$ cat src/rtl/spi_flash_xfer.sv
// SPI mode-0 flash transaction engine: sends tx_len bytes, then receives rx_len bytes,
// all under one chip-select assertion.
module spi_flash_xfer #(
    parameter int CLK_DIV      = 1,
    parameter int MAX_TX_BYTES = 4,
    parameter int MAX_RX_BYTES = 4,
    localparam int TXL_W = $clog2(MAX_TX_BYTES + 1),
    localparam int RXL_W = $clog2(MAX_RX_BYTES + 1),
    localparam int TX_W  = 8 * MAX_TX_BYTES,
    localparam int RX_W  = 8 * MAX_RX_BYTES
) (
    input  logic             clk,
    input  logic             reset_n,
    input  logic             start,
    input  logic [TXL_W-1:0] tx_len,
    input  logic [RXL_W-1:0] rx_len,
    input  logic [TX_W-1:0]  tx_data,
    output logic [RX_W-1:0]  rx_data,
    output logic             busy,
    output logic             done,
    output logic             SPICLK,
    output logic             SPIMOSI,
    input  logic             SPIMISO,
    output logic             chip_select
);

    localparam int BC_W  = $clog2(8 * (MAX_TX_BYTES + MAX_RX_BYTES) + 1);
    localparam int DIV_W = $clog2(CLK_DIV) + 1;

    typedef enum logic [1:0] {IDLE, SHIFT, CS_HOLD, FINISH} state_t;

    state_t            state_q, state_d;
    logic              launch_q;
    logic [DIV_W-1:0]  div_q;
    logic [BC_W-1:0]   bit_cnt_q, tx_bits_q, n_bits_q;
    logic [TX_W-1:0]   tx_sr_q;
    logic [RX_W-1:0]   rx_q;
    logic              sclk_q, mosi_q, cs_q, busy_q, done_q;
    logic              sclk_d, mosi_d, cs_d, busy_d, done_d;

    logic [BC_W-1:0]   tx_bits_in, n_bits_in;
    logic              accept, start_shift, tick, shifting, counting;
    logic              sclk_rise, sclk_fall, last_bit;

    function automatic logic [BC_W-1:0] byte_bits(input int len, input int max_bytes);
        int sat;
        sat = (len > max_bytes) ? max_bytes : len;
        return BC_W'(8 * sat);
    endfunction

    assign tx_bits_in  = byte_bits(int'(tx_len), MAX_TX_BYTES);
    assign n_bits_in   = tx_bits_in + byte_bits(int'(rx_len), MAX_RX_BYTES);
    assign accept      = (state_q == IDLE) && start;
    assign start_shift = accept && (n_bits_in != '0);

    // The first SHIFT cycle only asserts chip select and presents bit 0; the divider runs after it.
    assign tick      = (div_q == DIV_W'(CLK_DIV - 1));
    assign shifting  = (state_q == SHIFT) && !launch_q;
    assign counting  = shifting || (state_q == CS_HOLD);
    assign sclk_rise = shifting && tick && !sclk_q;
    assign sclk_fall = shifting && tick && sclk_q;
    assign last_bit  = (bit_cnt_q == n_bits_q - BC_W'(1));

    always_ff @(posedge clk or negedge reset_n) begin
        if (!reset_n) begin
            state_q   <= IDLE;
            launch_q  <= 1'b0;
            div_q     <= '0;
            bit_cnt_q <= '0;
            tx_bits_q <= '0;
            n_bits_q  <= '0;
            rx_q      <= '0;
            sclk_q    <= 1'b0;
            mosi_q    <= 1'b0;
            cs_q      <= 1'b1;
            busy_q    <= 1'b0;
            done_q    <= 1'b0;
        end else begin
            state_q  <= state_d;
            launch_q <= start_shift;
            sclk_q   <= sclk_d;
            mosi_q   <= mosi_d;
            cs_q     <= cs_d;
            busy_q   <= busy_d;
            done_q   <= done_d;

            if (counting)
                div_q <= tick ? '0 : div_q + DIV_W'(1);
            else
                div_q <= '0;

            if (start_shift) begin
                tx_bits_q <= tx_bits_in;
                n_bits_q  <= n_bits_in;
                bit_cnt_q <= '0;
                rx_q      <= '0;
            end

            if (sclk_rise && (bit_cnt_q >= tx_bits_q))
                rx_q <= {rx_q[RX_W-2:0], SPIMISO};

            if (sclk_fall)
                bit_cnt_q <= bit_cnt_q + BC_W'(1);
        end
    end

    // Payload shift register carries no reset; it is reloaded on every accepted start.
    always_ff @(posedge clk) begin
        if (accept)
            tx_sr_q <= tx_data;
        else if (sclk_fall)
            tx_sr_q <= tx_sr_q << 1;
    end

    always_comb begin
        state_d = state_q;
        case (state_q)
            IDLE:    if (start) state_d = (n_bits_in == '0) ? FINISH : SHIFT;
            SHIFT:   if (sclk_fall && last_bit) state_d = CS_HOLD;
            CS_HOLD: if (tick) state_d = FINISH;
            FINISH:  state_d = IDLE;
            default: state_d = IDLE;
        endcase
    end

    always_comb begin
        sclk_d = sclk_q;
        mosi_d = mosi_q;
        cs_d   = cs_q;
        busy_d = busy_q;
        done_d = 1'b0;

        if ((state_q == SHIFT) && launch_q) begin
            cs_d   = 1'b0;
            busy_d = 1'b1;
            mosi_d = (tx_bits_q != '0) && tx_sr_q[TX_W-1];
        end

        if (sclk_rise)
            sclk_d = 1'b1;

        // Next bit is the one below the current MSB; receive-phase bits drive zero.
        if (sclk_fall) begin
            sclk_d = 1'b0;
            mosi_d = ((bit_cnt_q + BC_W'(1)) < tx_bits_q) && tx_sr_q[TX_W-2];
        end

        if ((state_d == FINISH) && (state_q != FINISH)) begin
            cs_d   = 1'b1;
            busy_d = 1'b0;
            done_d = 1'b1;
        end
    end

    assign rx_data     = rx_q;
    assign busy        = busy_q;
    assign done        = done_q;
    assign SPICLK      = sclk_q;
    assign SPIMOSI     = mosi_q;
    assign chip_select = cs_q;

endmodule

$ cat config.mk
export PLATFORM = sky130hd
export DESIGN_NAME = spi_flash_xfer
export DESIGN_NICKNAME = d
export VERILOG_FILES = /design/src/rtl/spi_flash_xfer.sv
export SDC_FILE = /design/constraint.sdc
export NUM_CORES = 1
export LEC_CHECK = 0
export CAP_MARGIN = 40
export CORE_MARGIN = 2
export CORE_UTILIZATION = 35
export DETAILED_ROUTE_END_ITERATION = 10
export HOLD_SLACK_MARGIN = 0.15
export PLACE_DENSITY = 0.62
export SYNTH_ARGS = -nofsm -noshare
export SYNTH_HDL_FRONTEND = slang
export SYNTH_SLANG_ARGS = --single-unit
$ cat constraint.sdc
create_clock -name clk -period 6.3 [get_ports clk]
set_input_delay 1.26 -clock clk [delete_from_list [all_inputs] [get_ports clk]]
set_output_delay 1.26 -clock clk [all_outputs]
set_load 0.1 [all_outputs]
==> results of run 1 <==
## sequential cells by signal (all words and copies together) (netlist names), 2 cells and up
name,flops
rx_data,32
tx_sr_q,32
bit_cnt_q,7
n_bits_q,4
tx_bits_q,3
state_q,2
## area by class of cell
class / instances / area (µm²) / share of cell area
sequential: 86 / 2310 / 0.388
tap: 147 / 184 / 0.0309
multi-input combinational: 197 / 1640 / 0.275
clock inverter: 4 / 25.0 / 0.00420
timing repair buffer: 120 / 1390 / 0.234
clock buffer: 12 / 246 / 0.0414
inverter: 42 / 158 / 0.0265
## synthesized netlist by cell type (all sizes together), types with 7 or more instances
master	n
nor2	7
mux2i	32
dfrtp	53
ha	11
buf	8
mux2	37
nand2	11
clkbuf	7
inv	42
edfxtp	32
o21ai	41
## routing by layer
layer  vias up  track usage
met3         8       0.0521
met5         -            0
li1       1421            -
met2        78        0.218
met1      1387        0.174
met4         0       0.0341
## worst reg2reg max path: stages (launching register included)
cell and delay [ns]:
dfrtp_1 0.47, inv_1 0.13, ha_1 0.30, and4b_1 0.18, o31a_1 0.30, o31ai_4 0.16, buf_4 0.49, mux2i_1 0.29
## worst max-delay path by stage
stage	startpoint	endpoint	cells past startpoint
finish	tx_len[2]	n_bits_q[3]	9
CTS	tx_len[2]	n_bits_q[5]	9
global placement	tx_len[2]	tx_bits_q[3]	9
floorplan	tx_len[0]	n_bits_q[5]	8
detailed placement	tx_len[2]	n_bits_q[4]	9
global route	tx_len[2]	tx_bits_q[4]	9
## logic make-up after synthesis
logic type                 synth area share
AOI/OAI and AO/OA                    0.0951
xor gates and xnor gates             0.0209
adders and majority gates            0.0375
buffers and inverters                0.0599
DFF                                   0.551
muxes                                 0.179
and+or+nand+nor                      0.0566
## power by group through the flow
stage	registers, mW	clock network [mW]	logic, mW
after floorplan	1.50	0	0.717
after global placement	1.03	0	1.48
after detailed placement	1.03	0	1.74
after CTS	1.02	0.501	1.75
after global routing	1.05	0.524	1.84
final	1.02	0.484	1.73
## per-stage QoR
| stage | util | cells | cell area (µm²) | hold WS, ns | setup WS [ns] |
|---|---|---|---|---|---|
| 3_5_place_dp | 0.479 | 592 | 5690 | 0.532 | 2.00 |
| 6_report | 0.502 | 608 | 5960 | 0.527 | 2.35 |
| 2_1_floorplan | - | 340 | 4200 | 0.491 | 2.81 |
| 4_1_cts | 0.502 | 608 | 5960 | 0.539 | 2.32 |
| 5_1_grt | 0.502 | 608 | 5960 | 0.555 | 2.14 |
| 3_3_place_gp | 0.430 | 555 | 5100 | 0.523 | 2.05 |
==> flow_metrics.env, run 1 <==
export IMPL_ys_warn_count=0
export IMPL_synth_top_area_cell="dfrtp_1"
export IMPL_core_rowCount=40
export IMPL_wl_per_cell_um=13.5
export IMPL_insertion_delay_ns=0.33
export IMPL_power_mw=3.23
export IMPL_ys_seq_elements=86
export IMPL_route_met2_wl_um=3820
export IMPL_grt_pass1_vias=2917
export IMPL_antenna_left=0
export IMPL_critical_path_class="in2reg"
export IMPL_layout_drive_gt1_share=0.221
export IMPL_finalCritPeriodShare=0.627
export IMPL_antenna_cells=0
export IMPL_die_area_um2=12900
export IMPL_rsz0062_at_grt="no"
export IMPL_cp_slowest_cell="nor2_2"
export IMPL_dr_pass1_iters=4
export IMPL_synth_cells=340
export IMPL_synth_nets=394
export IMPL_cp_end_kind="flip-flop"
export IMPL_grt_overflow=0
export IMPL_synth_cell_types=47
export IMPL_grt_first_pass_wirelength_um=14000
export IMPL_ir_worst_vdd_mv=0.255
export IMPL_start_util=0.354
export IMPL_hp_start="rx_data[14]"
export IMPL_cp_arrival_ns=4.16
export IMPL_cts_buffers=9
export IMPL_vias=2894
export IMPL_wl_um=8210
export IMPL_cap_violations=0
export IMPL_yosys_top_cells_area="dfrtp_1 32%, edfxtp_1 23%, mux2_2 8.8%"
export IMPL_fillers=1051
export IMPL_synth_top_area_frac=0.316
export IMPL_p_switching_mw=1.36
export IMPL_drc=0
export IMPL_pwr_share_comb=0.534
export IMPL_h_tree_depth=3
export IMPL_place_hpwl_um=5730
export IMPL_core_area_um2=11900
export IMPL_post_cts_hold_buffer_count=0
export IMPL_top_layer_used="met4"
export IMPL_min_to="rx_data[15]"
export IMPL_die_h_um=114
export IMPL_finalHoldViolCount=0
export IMPL_p_leak_nw=2.57
export IMPL_path_buf_inv=2
export IMPL_finalClockSkew_ns=0.00885
export IMPL_whs_path_depth=2
export IMPL_clkPwrFrac=0.150
export IMPL_startpoint_type="input port"
export IMPL_synth_avg_cell_area_um2=12.4
export IMPL_grt_max_degree=68
export IMPL_syn_area_um2=4200
export IMPL_area_growth_pct=41.9
export IMPL_drt_met1_wl_um=3740
export IMPL_ys_flop_type="dfrtp_1"
export IMPL_seq_area_frac_synth=0.551
export IMPL_power_density_nw_per_um2=542
export IMPL_final_cell_mix="77 x clkdlybuf4s50_1, 53 x dfrtp_1, 42 x inv_1"
export IMPL_critical_path_max_fanout=37
export IMPL_cts_clk_slew_worst_paths_ns=0.06
export IMPL_setup_tns_final_ns=0
export IMPL_clock_fmax_mhz=253
export IMPL_cts_root_buffer="clkbuf_16"
export IMPL_io_pins=79
export IMPL_period_minus_slack_ns=3.95
export IMPL_setup_viol=0
export IMPL_postSynth_asyncResetShare=0.628
export IMPL_tightest_slew_ns=0.708
export IMPL_outcome="completed"
export IMPL_final_common_cell="clkdlybuf4s50_1"
export IMPL_track_usage=0.136
export IMPL_cts_resized=0
export IMPL_p_int_mw=1.87
export IMPL_routed_via_density=4.76
export IMPL_min_path_type="reg2reg"
export IMPL_required_ns=6.51
export IMPL_worstPathCellList="clkdlybuf4s50_1 -> nor2b_1 -> ha_1 -> fa_1 -> xor2_1 -> a2111oi_4 -> buf_4 -> nor2_2 -> mux2_2"
export IMPL_slowest_delay_ns=0.56
export IMPL_seqPwrFrac=0.316
export IMPL_switching_share=0.420
export IMPL_antenna_found_initial=0
export IMPL_globalplace_congestion=0.848
export IMPL_final_nets=510
export IMPL_critical_path_top_delay_family="buffers and inverters"
export IMPL_port_buffers=78
export IMPL_ff2ff_path_depth=7
export IMPL_slew_violations=0
export IMPL_timing_rr_end="rx_data[9]"
export IMPL_r2r_slack_ns=3.89
export IMPL_drtIter0Drc=150
export IMPL_cts_sinks=86
export IMPL_post_cts_buffers=0
export IMPL_r2r_start="bit_cnt_q[3]"
export IMPL_slew_headroom=0.528
export IMPL_dr_wl_met3_um=583
export IMPL_die_x_um=114
export IMPL_cts_buffer_depth=2
export IMPL_tritoncts="done"
export IMPL_synth_edf_count=32
Power figures use the tool's default switching activity.
==> run 2, diff against run 1 <==
PLACE_DENSITY = 0.65   (was 0.62)
clock period = 3.2 ns   (was 6.3 ns; I/O delays follow)
==> flow_metrics.env, run 2 (synthesis gave the netlist of run 1 again) <==
export IMPL_clock_fmax_mhz=334
export IMPL_top_usage_layer="met2"
export IMPL_cts_sinks=86
export IMPL_grt_met1_usage=0.166
export IMPL_startpoint_type="input port"
export IMPL_final_nets=481
export IMPL_design_area_um2=5390
export IMPL_wl_per_cell_um=14.1
export IMPL_start_util=0.354
export IMPL_slowest_delay_ns=0.45
export IMPL_antenna_cells=0
export IMPL_slew_headroom=0.636
export IMPL_final_cell_mix="53 x dfrtp_1, 50 x buf_4, 42 x inv_1"
export IMPL_cp_arrival_ns=3.24
export IMPL_critical_path_max_fanout=25
export IMPL_post_cts_hold_buffer_count=0
export IMPL_h_tree_depth=3
export IMPL_ir_worst_vdd_mv=0.431
export IMPL_globalplace_congestion=0.821
export IMPL_wl_um=8150
export IMPL_p_switching_mw=2.62
export IMPL_path_buf_inv=2
export IMPL_cts_buffers=9
export IMPL_p_leak_nw=2.42
export IMPL_cap_violations=0
export IMPL_cts_resized=0
export IMPL_min_path_type="in2async"
export IMPL_tightest_slew_ns=0.546
export IMPL_vias=2788
export IMPL_setup_viol=0
export IMPL_drc=0
export IMPL_cts_buffer_depth=2
export IMPL_grt_use_met3=0.0425
export IMPL_required_ns=3.45
export IMPL_critical_path_class="in2reg"
export IMPL_antenna_left=0
export IMPL_cts_root_buffer="clkbuf_16"
export IMPL_die_area_um2=12900
export IMPL_grt_overflow=0
export IMPL_placed_cell_area_um2=5070
export IMPL_io_pins=79
export IMPL_outcome="completed"
export IMPL_pwr_share_comb=0.482
export IMPL_rsz0062_at_grt="no"
export IMPL_cp_slowest_cell="clkdlybuf4s50_1"
export IMPL_period_minus_slack_ns=3.00
export IMPL_core_area_um2=11900
export IMPL_insertion_delay_ns=0.33
export IMPL_track_usage=0.129
export IMPL_critical_path_top_delay_family="buffers and inverters"
export IMPL_finalHoldViolCount=0
export IMPL_slew_violations=0
export IMPL_seqPwrFrac=0.335
export IMPL_routed_via_density=4.82
export IMPL_worstPathCellList="clkdlybuf4s50_1 -> nor2b_1 -> ha_1 -> fa_1 -> or2_2 -> a2111oi_4 -> buf_4 -> o21ai_0 -> mux2i_1"
export IMPL_die_h_um=114
export IMPL_whs_ns=0.233
export IMPL_place_hpwl_um=5670
export IMPL_drtIter0Drc=193
export IMPL_final_common_cell="dfrtp_1"
export IMPL_cp_end_kind="flip-flop"
export IMPL_layout_drive_gt1_share=0.255
export IMPL_finalCritPeriodShare=0.936
export IMPL_p_int_mw=3.39
export IMPL_area_growth_pct=28.3
export IMPL_dr_pass1_iters=4
export IMPL_cts_clk_slew_worst_paths_ns=0.06
export IMPL_post_cts_buffers=0
export IMPL_core_rowCount=40
export IMPL_port_buffers=78
export IMPL_grt_max_degree=44
export IMPL_power_mw=6.01
export IMPL_finalClockSkew_ns=0.00591
export IMPL_grt_util_met2=0.210
export IMPL_power_density_nw_per_um2=1120
export IMPL_switching_share=0.435
export IMPL_clkPwrFrac=0.183
export IMPL_grt_first_pass_wirelength_um=13200
export IMPL_grt_pass1_vias=2724
export IMPL_die_x_um=114
export IMPL_tritoncts="done"
export IMPL_antenna_found_initial=0
[run 2: final cells by class]
| type | count | area (µm²) |
|---|---|---|
| Clock buffer | 9 | 225 |
| Clock inverter | 7 | 88.8 |
| Fill cell | 1095 | 6470 |
| Inverter | 42 | 158 |
| Multi-Input combinational cell | 197 | 1640 |
| Sequential cell | 86 | 2310 |
| Tap cell | 147 | 184 |
| Timing Repair Buffer | 91 | 781 |
[run 2: layer usage]
| metal | wire (µm) | share of wire | up-vias |
|---|---|---|---|
| met5 | 0 | 0 | - |
| li1 | - | - | 1362 |
| met4 | 77 | 0.0094 | 0 |
| met1 | 3730 | 0.46 | 1345 |
| met2 | 3880 | 0.48 | 72 |
| met3 | 468 | 0.057 | 9 |
[run 2: worst paths after layout]
path / from / end / slack, ns / cells after the start
worst max-delay path: tx_len[0] / rx_data[31] / 0.20 / 9
min in group clk: rx_data[28] / rx_data[29] / 0.53 / 2
worst min-delay path: reset_n / rx_data[6] / 0.23 / 1
max in group asynchronous: reset_n / chip_select / 2.13 / 2
worst min register to register: rx_data[28] / rx_data[29] / 0.53 / 2
worst max register to register: bit_cnt_q[3] / rx_data[31] / 0.77 / 7
[run 2: stage by stage]
stage / utilization / instances / setup TNS, ns / worst slack (ns)
detailed placement: 0.428 / 563 / -4.52 / -0.153
global route: 0.454 / 579 / 0 / 0.0176
global placement: 0.428 / 563 / -1.35 / -0.0556
finish: 0.454 / 579 / 0 / 0.205
CTS: 0.454 / 579 / 0 / 0.198
floorplan: - / 340 / 0 / 0.333
[run 2: power groups by stage]
| stage | sequential [mW] | clock (mW) | combinational [mW] |
|---|---|---|---|
| after CTS | 2.02 | 1.14 | 2.93 |
| after floorplan | 2.95 | 0 | 1.41 |
| final | 2.01 | 1.10 | 2.90 |
| after global routing | 2.07 | 1.18 | 3.09 |
| after global placement | 2.03 | 0 | 2.87 |
| after detailed placement | 2.03 | 0 | 2.92 |
==> run 3, diff against run 2 <==
CELL_PAD_IN_SITES_DETAIL_PLACEMENT = 1   (was default)
CELL_PAD_IN_SITES_GLOBAL_PLACEMENT = 2   (was default)
CORE_UTILIZATION = 31   (was 35)
PLACE_DENSITY = 0.8   (was 0.65)
==> flow_metrics.env, run 3 (synthesis gave the netlist of run 1 again) <==
export IMPL_outcome="completed"
export IMPL_wl_per_cell_um=15.1
export IMPL_final_nets=485
export IMPL_cp_arrival_ns=3.27
export IMPL_wl_um=9250
export IMPL_antenna_found_initial=0
export IMPL_p_leak_nw=2.44
export IMPL_required_ns=3.44
export IMPL_grt_overflow=0
export IMPL_cts_buffer_depth=2
export IMPL_track_usage=0.135
export IMPL_clock_fmax_mhz=331
export IMPL_vias=2825
export IMPL_slowest_delay_ns=0.54
export IMPL_power_mw=5.97
export IMPL_dp_cells=596
export IMPL_dr_pass1_iters=4
export IMPL_cap_violations=0
export IMPL_grt_first_pass_wirelength_um=15300
export IMPL_area_growth_pct=29.7
export IMPL_critical_path_max_fanout=23
export IMPL_final_cell_mix="53 x dfrtp_1, 53 x buf_4, 42 x inv_1"
export IMPL_p_int_mw=3.30
export IMPL_path_buf_inv=3
export IMPL_die_area_um2=14500
export IMPL_antenna_left=0
export IMPL_post_cts_hold_buffer_count=0
export IMPL_utilization=0.411
export IMPL_grt_pass1_vias=3022
export IMPL_ir_worst_vdd_mv=0.443
export IMPL_slew_violations=0
export IMPL_insertion_delay_ns=0.34
export IMPL_rsz0062_at_grt="no"
export IMPL_pwr_share_comb=0.492
export IMPL_clkPwrFrac=0.170
export IMPL_startpoint_type="input port"
export IMPL_setup_viol=0
export IMPL_cp_slowest_cell="clkdlybuf4s50_1"
export IMPL_finalClockSkew_ns=0.00593
export IMPL_finalCritPeriodShare=0.945
export IMPL_cts_sinks=86
export IMPL_die_h_um=120
export IMPL_tightest_slew_ns=0.594
export IMPL_grt_max_degree=33
export IMPL_p_switching_mw=2.67
export IMPL_critical_path_top_delay_family="buffers and inverters"
export IMPL_min_path_type="in2async"
export IMPL_port_buffers=78
export IMPL_die_x_um=120
export IMPL_layout_drive_gt1_share=0.268
export IMPL_cts_clk_slew_worst_paths_ns=0.06
export IMPL_h_tree_depth=3
export IMPL_period_minus_slack_ns=3.02
export IMPL_seqPwrFrac=0.338
export IMPL_drtIter0Drc=127
export IMPL_worstPathCellList="clkdlybuf4s50_1 -> nor2b_2 -> ha_1 -> fa_1 -> or2_2 -> a2111oi_4 -> buf_4 -> buf_12 -> o21ai_0 -> mux2i_1"
export IMPL_power_density_nw_per_um2=1100
export IMPL_antenna_cells=0
export IMPL_io_pins=79
export IMPL_finalHoldViolCount=0
export IMPL_place_hpwl_um=6680
export IMPL_start_util=0.317
export IMPL_tritoncts="done"
export IMPL_slew_headroom=0.603
export IMPL_globalplace_congestion=0.752
export IMPL_cp_end_kind="flip-flop"
export IMPL_core_rowCount=42
export IMPL_layout_cells_non_filler=612
export IMPL_switching_share=0.447
export IMPL_critical_path_class="in2reg"
export IMPL_routed_via_density=4.62
export IMPL_core_area_um2=13200
export IMPL_drc=0
export IMPL_cts_buffers=9
export IMPL_cts_root_buffer="clkbuf_16"
[run 3: final timing paths]
check,slack [ns],endpoint,cells after the start,from
setup / recovery,0.18,rx_data[30],10,tx_len[2]
hold / removal,0.31,rx_data[3],2,reset_n
setup reg to reg,0.76,rx_data[30],7,bit_cnt_q[3]
hold reg to reg,0.54,n_bits_q[6],2,n_bits_q[6]
max in group asynchronous,2.55,chip_select,2,reset_n
min in group clk,0.54,n_bits_q[6],2,n_bits_q[6]
[run 3: layer usage]
layer,GRT usage,share of wire,vias up
met5,0,0,-
met1,0.180,0.46,1400
met2,0.216,0.49,44
met3,0.0377,0.036,6
met4,0.0371,0.0089,0
li1,-,-,1375
[run 3: what timing repair did]
action | CTS | global route
setup buffers | 0 | 0
gates resized for setup | 0 | 1
endpoints found under the setup margin | 0 | 9
[run 3: final cells by class]
cell class,count,area [µm²]
Clock buffer,10,250
Clock inverter,6,41.3
Fill cell,1442,7800
Inverter,42,158
Multi-Input combinational cell,197,1640
Sequential cell,86,2310
Tap cell,176,220
Timing Repair Buffer,95,823
[run 3: worst register-to-register path, delay by kind of cell, from the launching register on]
family                     cells  cell delay (ns)
AOI/OAI and AO/OA              2             0.48
adders and majority gates      1             0.31
buffers and inverters          2             0.61
DFF                            1             0.46
muxes                          1             0.31
and+or+nand+nor                1             0.18
[run 3: stage by stage]
stage / hold slack, ns / instance area (µm²) / worst slack, ns / TNS (ns)
after floorplan: 0.344 / 4200 / 0.333 / 0
after global placement: 0.522 / 5150 / -0.0736 / -1.38
after detailed placement: 0.534 / 5150 / -0.259 / -8.49
after CTS: 0.310 / 5440 / 0.0947 / 0
after global routing: 0.326 / 5450 / 0.0170 / 0
final: 0.308 / 5450 / 0.176 / 0
[run 3: power by group through the flow]
stage | Sequential, mW | Clock (mW) | Combinational (mW)
after floorplan | 2.95 | 0 | 1.41
after global placement | 2.03 | 0 | 2.91
after detailed placement | 2.05 | 0 | 2.99
after CTS | 2.03 | 1.05 | 2.99
after global routing | 2.09 | 1.09 | 3.16
final | 2.02 | 1.01 | 2.94
